File: config.mk
export PLATFORM = sky130hd
export DESIGN_NAME = layer_compositor
export DESIGN_NICKNAME = d
export VERILOG_FILES = /design/src/rtl/layer_compositor_pkg.sv /design/src/rtl/layer_compositor_anim_sequencer.sv /design/src/rtl/layer_compositor.sv
export SDC_FILE = /design/constraint.sdc
export NUM_CORES = 1
export LEC_CHECK = 0
export ABC_AREA = 1
export CAP_MARGIN = 5
export CORE_AREA = 3 3 123 125
export CTS_BUF_LIST = sky130_fd_sc_hd__clkbuf_4 sky130_fd_sc_hd__clkbuf_8
export CTS_CLUSTER_DIAMETER = 40
export CTS_CLUSTER_SIZE = 25
export DETAILED_ROUTE_END_ITERATION = 6
export DIE_AREA = 0 0 126 128
export PLACE_DENSITY = 0.8
export REMOVE_ABC_BUFFERS = 1
export SYNTH_ARGS = -nofsm -noshare
export SYNTH_HDL_FRONTEND = slang
export SYNTH_SLANG_ARGS = --single-unit
File: constraint.sdc
create_clock -name clk -period 3.04 [get_ports clk]
set_input_delay 0.304 -clock clk [delete_from_list [all_inputs] [get_ports clk]]
set_output_delay 0.304 -clock clk [all_outputs]
set_load 0.005 [all_outputs]
File: src/rtl/layer_compositor_pkg.sv
`default_nettype none
// ============================================================================
//  Module      : layer_compositor_pkg
//  Description : Shared constants and types for the layer compositor: colour
//                defaults, display-mode encodings, VGA geometry and the
//                animation sequencer state type.
//  Ports       : none (package)
//  Revision    : 1.0 - initial release
// ============================================================================
package layer_compositor_pkg;

    localparam int          c_rgb_w         = 12;
    localparam logic [11:0] c_key_color_def = 12'h0f0;
    localparam logic [11:0] c_bg_color_def  = 12'hAAA;

    localparam int c_vga_w   = 640;
    localparam int c_vga_h   = 480;
    // Both pixel coordinates share one width, sized for the larger axis.
    localparam int c_coord_w = $clog2((c_vga_w > c_vga_h) ? c_vga_w : c_vga_h);

    typedef enum logic [1:0] {
        MODE_LAYERS  = 2'd0,
        MODE_IMG     = 2'd1,
        MODE_ANIM    = 2'd2,
        MODE_IMG_KEY = 2'd3
    } mode_e;

    typedef enum logic [0:0] {
        ANIM_IDLE = 1'b0,
        ANIM_RUN  = 1'b1
    } anim_state_e;

endpackage : layer_compositor_pkg
`default_nettype wire

File: src/rtl/layer_compositor_anim_sequencer.sv
`default_nettype none
// ============================================================================
//  Module      : layer_compositor_anim_sequencer
//  Description : Animation frame sequencer. Counts VGA frame_start pulses while
//                animation is enabled and advances frame_idx every FRAME_TICKS
//                pulses, wrapping after NUM_FRAMES frames.
//  Ports       : clk         - system clock
//                reset       - synchronous active-high reset
//                anim_en     - animation mode selected
//                frame_start - one-cycle pulse per VGA frame
//                frame_idx   - current animation frame
//  Revision    : 1.0 - initial release
// ============================================================================
module layer_compositor_anim_sequencer
    import layer_compositor_pkg::*;
#(
    parameter int NUM_FRAMES  = 2,
    parameter int FRAME_TICKS = 24,
    parameter int FRAME_W     = 1
) (
    input  logic               clk,
    input  logic               reset,
    input  logic               anim_en,
    input  logic               frame_start,
    output logic [FRAME_W-1:0] frame_idx
);

    localparam int                 CNT_W        = (FRAME_TICKS > 1) ? $clog2(FRAME_TICKS) : 1;
    localparam logic [CNT_W-1:0]   c_cnt_last   = CNT_W'(FRAME_TICKS - 1);
    localparam logic [FRAME_W-1:0] c_frame_last = FRAME_W'(NUM_FRAMES - 1);

    anim_state_e        r_state;
    anim_state_e        w_state_nxt;
    logic [CNT_W-1:0]   r_cnt;
    logic [CNT_W-1:0]   w_cnt_nxt;
    logic [FRAME_W-1:0] r_frame;
    logic [FRAME_W-1:0] w_frame_nxt;

    always_ff @(posedge clk) begin
        if (reset) begin
            r_state <= ANIM_IDLE;
            r_cnt   <= '0;
            r_frame <= '0;
        end else begin
            r_state <= w_state_nxt;
            r_cnt   <= w_cnt_nxt;
            r_frame <= w_frame_nxt;
        end
    end

    // A frame_start arriving while still IDLE (the cycle the mode switches to
    // animation) is ignored; likewise a pulse coinciding with leaving the
    // mode, because the leave branch takes precedence.
    always_comb begin
        w_state_nxt = r_state;
        w_cnt_nxt   = r_cnt;
        w_frame_nxt = r_frame;
        case (r_state)
            ANIM_IDLE: begin
                w_cnt_nxt   = '0;
                w_frame_nxt = '0;
                if (anim_en) begin
                    w_state_nxt = ANIM_RUN;
                end
            end
            ANIM_RUN: begin
                if (!anim_en) begin
                    w_state_nxt = ANIM_IDLE;
                    w_cnt_nxt   = '0;
                    w_frame_nxt = '0;
                end else if (frame_start) begin
                    if (r_cnt == c_cnt_last) begin
                        w_cnt_nxt = '0;
                        // A single-frame image never leaves frame 0.
                        if (NUM_FRAMES > 1) begin
                            w_frame_nxt = (r_frame == c_frame_last) ? '0
                                        : r_frame + FRAME_W'(1);
                        end
                    end else begin
                        w_cnt_nxt = r_cnt + CNT_W'(1);
                    end
                end
            end
            default: begin
                w_state_nxt = ANIM_IDLE;
                w_cnt_nxt   = '0;
                w_frame_nxt = '0;
            end
        endcase
    end

    assign frame_idx = r_frame;

endmodule : layer_compositor_anim_sequencer
`default_nettype wire

File: src/rtl/layer_compositor.sv
`default_nettype none
// ============================================================================
//  Module      : layer_compositor
//  Description : Two-stage pixel compositor. Stage 1 registers the image ROM
//                address and copies of the pixel controls; stage 2 mixes the
//                ROM data or the highest-priority opaque layer and registers
//                the final 12-bit RGB on the pipelined pixel_tick.
//  Ports       : clk, reset           - clock, synchronous active-high reset
//                pixel_x, pixel_y     - coordinates of the next pixel
//                video_on             - visible region
//                pixel_tick           - pixel update strobe
//                frame_start          - VGA frame start pulse
//                mode                 - display mode
//                layer_region/rgb     - per-layer hit flags and colours
//                key_en               - per-layer colour-key enable
//                img_addr / img_data  - synchronous image ROM interface
//                rgb_out              - registered pixel colour
//                hit_valid/hit_layer  - winning layer information
//                frame_idx            - current animation frame
//  Revision    : 1.0 - initial release
// ============================================================================
module layer_compositor
    import layer_compositor_pkg::*;
#(
    parameter int          NUM_LAYERS  = 8,
    parameter logic [11:0] KEY_COLOR   = c_key_color_def,
    parameter logic [11:0] BG_COLOR    = c_bg_color_def,
    parameter int          IMG_W       = 160,
    parameter int          IMG_H       = 120,
    parameter int          SCALE_SH    = 2,
    parameter int          NUM_FRAMES  = 2,
    parameter int          FRAME_TICKS = 24,
    parameter int          ADDR_W      = 16,
    localparam int         HIT_W       = (NUM_LAYERS > 1) ? $clog2(NUM_LAYERS) : 1,
    localparam int         FRAME_W     = (NUM_FRAMES > 1) ? $clog2(NUM_FRAMES) : 1
) (
    input  logic                          clk,
    input  logic                          reset,
    input  logic [c_coord_w-1:0]          pixel_x,
    input  logic [c_coord_w-1:0]          pixel_y,
    input  logic                          video_on,
    input  logic                          pixel_tick,
    input  logic                          frame_start,
    input  logic [1:0]                    mode,
    input  logic [NUM_LAYERS-1:0]         layer_region,
    input  logic [NUM_LAYERS*c_rgb_w-1:0] layer_rgb,
    input  logic [NUM_LAYERS-1:0]         key_en,
    output logic [ADDR_W-1:0]             img_addr,
    input  logic [c_rgb_w-1:0]            img_data,
    output logic [c_rgb_w-1:0]            rgb_out,
    output logic                          hit_valid,
    output logic [HIT_W-1:0]              hit_layer,
    output logic [FRAME_W-1:0]            frame_idx
);

    localparam logic [ADDR_W-1:0] c_frame_size = ADDR_W'(IMG_W * IMG_H);
    localparam logic [ADDR_W-1:0] c_img_w      = ADDR_W'(IMG_W);

    // ------------------------------------------------------------------------
    // Animation sequencer
    // ------------------------------------------------------------------------
    logic w_anim_en;
    assign w_anim_en = (mode == MODE_ANIM);

    layer_compositor_anim_sequencer #(
        .NUM_FRAMES  (NUM_FRAMES),
        .FRAME_TICKS (FRAME_TICKS),
        .FRAME_W     (FRAME_W)
    ) u_anim_sequencer (
        .clk         (clk),
        .reset       (reset),
        .anim_en     (w_anim_en),
        .frame_start (frame_start),
        .frame_idx   (frame_idx)
    );

    // ------------------------------------------------------------------------
    // Stage 1: image address and control copies
    // ------------------------------------------------------------------------
    logic [ADDR_W-1:0] w_base;
    logic [ADDR_W-1:0] w_row;
    logic [ADDR_W-1:0] w_col;
    logic [ADDR_W-1:0] w_addr;

    // All arithmetic is ADDR_W wide so an oversized frame wraps silently.
    always_comb begin
        w_base = '0;
        if (mode == MODE_ANIM) begin
            w_base = ADDR_W'(frame_idx) * c_frame_size;
        end
        w_row  = ADDR_W'(pixel_y >> SCALE_SH) * c_img_w;
        w_col  = ADDR_W'(pixel_x >> SCALE_SH);
        w_addr = w_base + w_row + w_col;
    end

    logic                          r_video_on;
    mode_e                         r_mode;
    logic [NUM_LAYERS-1:0]         r_region;
    logic [NUM_LAYERS*c_rgb_w-1:0] r_layer_rgb;
    logic [NUM_LAYERS-1:0]         r_key_en;
    logic                          r_tick;
    logic [ADDR_W-1:0]             r_img_addr;

    // key_en travels with the layer data so a change lines up with the pixel
    // it belongs to.
    always_ff @(posedge clk) begin
        if (reset) begin
            r_img_addr  <= '0;
            r_video_on  <= 1'b0;
            r_mode      <= MODE_LAYERS;
            r_region    <= '0;
            r_layer_rgb <= '0;
            r_key_en    <= '0;
            r_tick      <= 1'b0;
        end else begin
            r_img_addr  <= w_addr;
            r_video_on  <= video_on;
            r_mode      <= mode_e'(mode);
            r_region    <= layer_region;
            r_layer_rgb <= layer_rgb;
            r_key_en    <= key_en;
            r_tick      <= pixel_tick;
        end
    end

    assign img_addr = r_img_addr;

    // ------------------------------------------------------------------------
    // Stage 2: layer priority and final mix
    // ------------------------------------------------------------------------
    logic [NUM_LAYERS-1:0] w_opaque;

    for (genvar gi = 0; gi < NUM_LAYERS; gi++) begin : g_opaque
        assign w_opaque[gi] = r_region[gi]
                            & ~(r_key_en[gi]
                                & (r_layer_rgb[gi*c_rgb_w +: c_rgb_w] == KEY_COLOR));
    end

    logic               w_win_valid;
    logic [HIT_W-1:0]   w_win_idx;
    logic [c_rgb_w-1:0] w_win_rgb;

    // Scan from the lowest priority upward so the last assignment made is the
    // lowest-index opaque layer.
    always_comb begin
        w_win_valid = 1'b0;
        w_win_idx   = '0;
        w_win_rgb   = BG_COLOR;
        for (int i = NUM_LAYERS - 1; i >= 0; i--) begin
            if (w_opaque[i]) begin
                w_win_valid = 1'b1;
                w_win_idx   = HIT_W'(i);
                w_win_rgb   = r_layer_rgb[i*c_rgb_w +: c_rgb_w];
            end
        end
    end

    logic [c_rgb_w-1:0] w_mix_rgb;
    logic               w_mix_hit;
    logic [HIT_W-1:0]   w_mix_layer;

    always_comb begin
        w_mix_rgb   = '0;
        w_mix_hit   = 1'b0;
        w_mix_layer = '0;
        if (r_video_on) begin
            case (r_mode)
                MODE_IMG, MODE_ANIM: begin
                    w_mix_rgb = img_data;
                end
                MODE_IMG_KEY: begin
                    w_mix_rgb = (img_data == KEY_COLOR) ? '0 : img_data;
                end
                MODE_LAYERS: begin
                    w_mix_rgb   = w_win_rgb;
                    w_mix_hit   = w_win_valid;
                    w_mix_layer = w_win_idx;
                end
                default: begin
                    w_mix_rgb = '0;
                end
            endcase
        end
    end

    always_ff @(posedge clk) begin
        if (reset) begin
            rgb_out   <= '0;
            hit_valid <= 1'b0;
            hit_layer <= '0;
        end else if (r_tick) begin
            rgb_out   <= w_mix_rgb;
            hit_valid <= w_mix_hit;
            hit_layer <= w_mix_layer;
        end
    end

endmodule : layer_compositor
`default_nettype wire

==> summary.txt, run 1 <==
Outcome
  – Status: finished, violations left
  – Failing checks: DRC

Yosys
  – Post-synth top area cell: dfxtp_1
  – Yosys top cell area share: around 44%
  – Synth Area in Adders: approximately 4.5%
  – Syn_area_per_cell: about 6.9 sq um
  – Most frequent cells after synthesis: inv_1, nor2_1, nand2_1
  – Post-synth cell types: 43
  – Simple-Gate Fraction of Synth Area: 26.2%
  – Post-synthesis compound-gate area fraction: under 10%
  – Most used DFF post-synth: dfxtp_1
  – Largest family of logic cells by synthesized area: simple AND/OR/NAND/NOR gates
  – Seq cells post-synth: around 160
  – Seq/Total Area, Yosys: around 44%
  – Mapped Cells: 1,015
  – Synth top area cells: dfxtp_1, inv_1, nor2_1, nand2_1, a21oi_1
  – FFs w/ async S/R, synth: 0%
  – Mux cell area share after synthesis: less than 1%
  – Synth Area in XOR/XNOR: 0.626%
  – Mapped Area: approximately 7000 sq um
  – Top-count cell post-synth: inv_1
  – Number of flops mapped to enable cells by yosys: 0
  – YS warnings: 0

Worst setup path
  – Crit Path Category: primary input to flip-flop
  – R2R depth: 12
  – Worst Setup End Kind: flip-flop
  – Arr. time, crit path: approximately 3 ns
  – Critical Path Source Type: primary input
  – Worst EP required: 3.44 ns
  – Largest fanout on the critical path: 3

Global route
  – Vias in the first global route: about 6,200
  – Initial antenna violation count: 0
  – Overall Global Routing Usage: between 20% and 30%
  – Largest net degree at the start of global routing: just over 60
  – Overflow after GRT: 0
  – Global-route wire length before repair: roughly 28 mm

Pwr
  – Net switching power: about 1200 uW
  – PwrDens: 504 nW/um^2
  – Max VDD drop: around 300 uV
  – Int Pwr: about 3500 uW
  – Sequential Power Share: around 46%
  – Comb power frac: between 10% and 20%
  – Switch share: 25.9%
  – Design Power: approximately 4700 uW
  – Leak Pwr: roughly 0.0046 uW
  – Clock group share of total power: 37.5%

Layout
  – Multi-input gate area: ~2900 sq um
  – Synthesis-to-finish area growth: 34.1%
  – Nets: 1,362
  – Fillers: approximately 1,200
  – Seq. cell area: roughly 3100 sq um
  – Non-Filler Instances: 1,380
  – N_diodes: 0
  – Ratio of cells with drive above 1 in the final layout: 5.75%

Route
  – Initial DRC count: 432
  – DRC Markers: 3
  – First-pass DRT Iterations: 7
  – Routed length per instance: around 13 microns
  – Routed WL: around 18 mm
  – Vias: about 6,500
  – Drt via density: 4.70
  – Post-route ant nets: 0

Placement
  – Placer congestion estimate: between 0.9 and 1
  – Detailed Place HPWL: between 10 and 15 mm
  – Number of port buffers: ~180
  – Placed Cells: 1,348

Timing
  – Tcrit/Tclk final: 88.0%
  – Post-layout min period: between 2 and 3 ns
  – Final Hold Vio Count: 0
  – Slew HR: 57.7%
  – Fmax: around 370 MHz
  – Worst Max-Slew Pin Slew: approximately 0.64 ns
  – Final setup vio count: 0
  – RSZ-0062 raised after global routing: false
  – Max Clock Skew: approximately 0.0073 ns
  – TNS Setup: 0 ns
  – Count of pins over their slew limit: 0

Floorplanning
  – I/O pins: ~180
  – Site row count: between 40 and 50
  – Die ar.: 16,100 sq um
  – Die width: 126 microns
  – Die height: 128 microns
  – Initial Util: between 40% and 50%
  – Core area: 14,000 sq um

Clocking
  – CTS Buf Count: 17
  – Bufs on Longest Clock Path: 2
  – Clock Pin Slew Worst Setup and Hold Paths: approximately 0.080 ns
  – CTS tree: done
  – PostCTS Resize Cnt: 0
  – Worst skew pair latency: ~0.46 ns
  – Clock sinks: roughly 160
  – H-tree level count: 4
  – Hold_buf cts: 0
  – Post-CTS Setup Repair Bufs: 0
  – Clock tree root buffer cell: clkbuf_8

Min path
  – Hold path cells: 2
  – Hold crit path type: primary input to flip-flop

Run
  – Max_cap viols: 0
## final timing paths
check,start,endpoint,slack (ns)
max,pixel_y[3],img_addr[15],0.37
min,reset,img_addr[4],0.34
max reg2reg,r_layer_rgb[9],rgb_out[3],0.72
min reg2reg,rgb_out[8],rgb_out[8],0.47
## area by class of cell
| class | count | share of cell area, % |
|---|---|---|
| clock buffers | 17 | 2.50 |
| well taps | 180 | 2.40 |
| inverters | 228 | 9.13 |
| repair buffers | 185 | 19.7 |
| multi-input cells | 600 | 30.8 |
| clock inverters | 15 | 2.38 |
| flip-flops and latches | 155 | 33.1 |
## routing by layer
layer | global-route usage (%) | vias up | routed length (microns)
met5 | 0 | - | 0
met4 | 9.21 | 0 | 459
met3 | 8.46 | 35 | 1600
met2 | 36.3 | 228 | 8160
met1 | 25.7 | 2835 | 7390
li1 | - | 3390 | -
## cell families after synthesis
logic type               Yosys count
XOR/XNOR                           5
adder cells (fa/ha/maj)           24
flip-flops                       155
AO/OA/AOI/OAI                    126
multiplexers                       1
AND/OR/NAND/NOR                  444
buffers and inverters            260
## worst max-delay path: stages
cell             delay [ns]
clkdlybuf4s50_1        0.47
ha_1                   0.32
ha_1                   0.21
inv_1                  0.07
fa_1                   0.19
nor2_1                 0.05
o21ai_0                0.19
nand2_1                0.08
nand2_1                0.08
nand2_1                0.06
a21oi_1                0.16
xor2_1                 0.18
ha_1                   0.28
a21oi_1                0.21
o21ai_1                0.09
a21oi_1                0.12
## power groups by stage
stage / combinational [uW] / sequential [uW] / clock, uW
6_report: 757 / 2190 / 1770
5_1_grt: 851 / 2200 / 1880
4_1_cts: 756 / 2190 / 1800
3_5_place_dp: 747 / 2240 / 0
3_3_place_gp: 732 / 2240 / 0
2_1_floorplan: 367 / 2230 / 0
## flip-flops by register name, indices dropped and copies added (netlist names), 2 cells and up
signal                  cells
u_anim_sequencer.r_cnt      5
r_mode                      2
rgb_out                    12
hit_layer                   3
r_layer_rgb                96
img_addr                   16
r_key_en                    8
r_region                    8
## cell usage in the layout (no fill, tap or decap), drive strengths merged, types with 5 or more instances in the layout
master           n
buf              7
nand4            7
clkinv          12
or2              6
nor3            15
nand3           23
ha              22
o21ai           53
nand2          174
nor2           208
inv            223
a21oi           64
dfxtp          155
clkdlybuf4s50  178
nor4             6
bufinv           5
clkbuf          17
## per-stage QoR
stage	hold slack, ns	cell area, sq um	util, %	worst slack (ns)
2_1_floorplan	0.366	6850	-	0.645
3_3_place_gp	0.452	8920	63.7	0.0249
3_5_place_dp	0.457	8920	63.7	-0.0909
4_1_cts	0.320	9370	67.0	0.417
5_1_grt	0.330	9370	67.0	0.202
6_report	0.337	9370	67.0	0.366
Power figures use the tool's default switching activity.
==> inputs of run 2 (changes only) <==
--- a/config.mk
+++ b/config.mk
@@ -6,7 +6,7 @@
 export NUM_CORES = 1
 export LEC_CHECK = 0
 export ABC_AREA = 1
-export CAP_MARGIN = 5
+export CAP_MARGIN = 20
 export CORE_AREA = 3 3 123 125
 export CTS_BUF_LIST = sky130_fd_sc_hd__clkbuf_4 sky130_fd_sc_hd__clkbuf_8
 export CTS_CLUSTER_DIAMETER = 40
==> results of run 2 <==
Same layout as run 1: the final DEF is identical, and so are final timing and power.
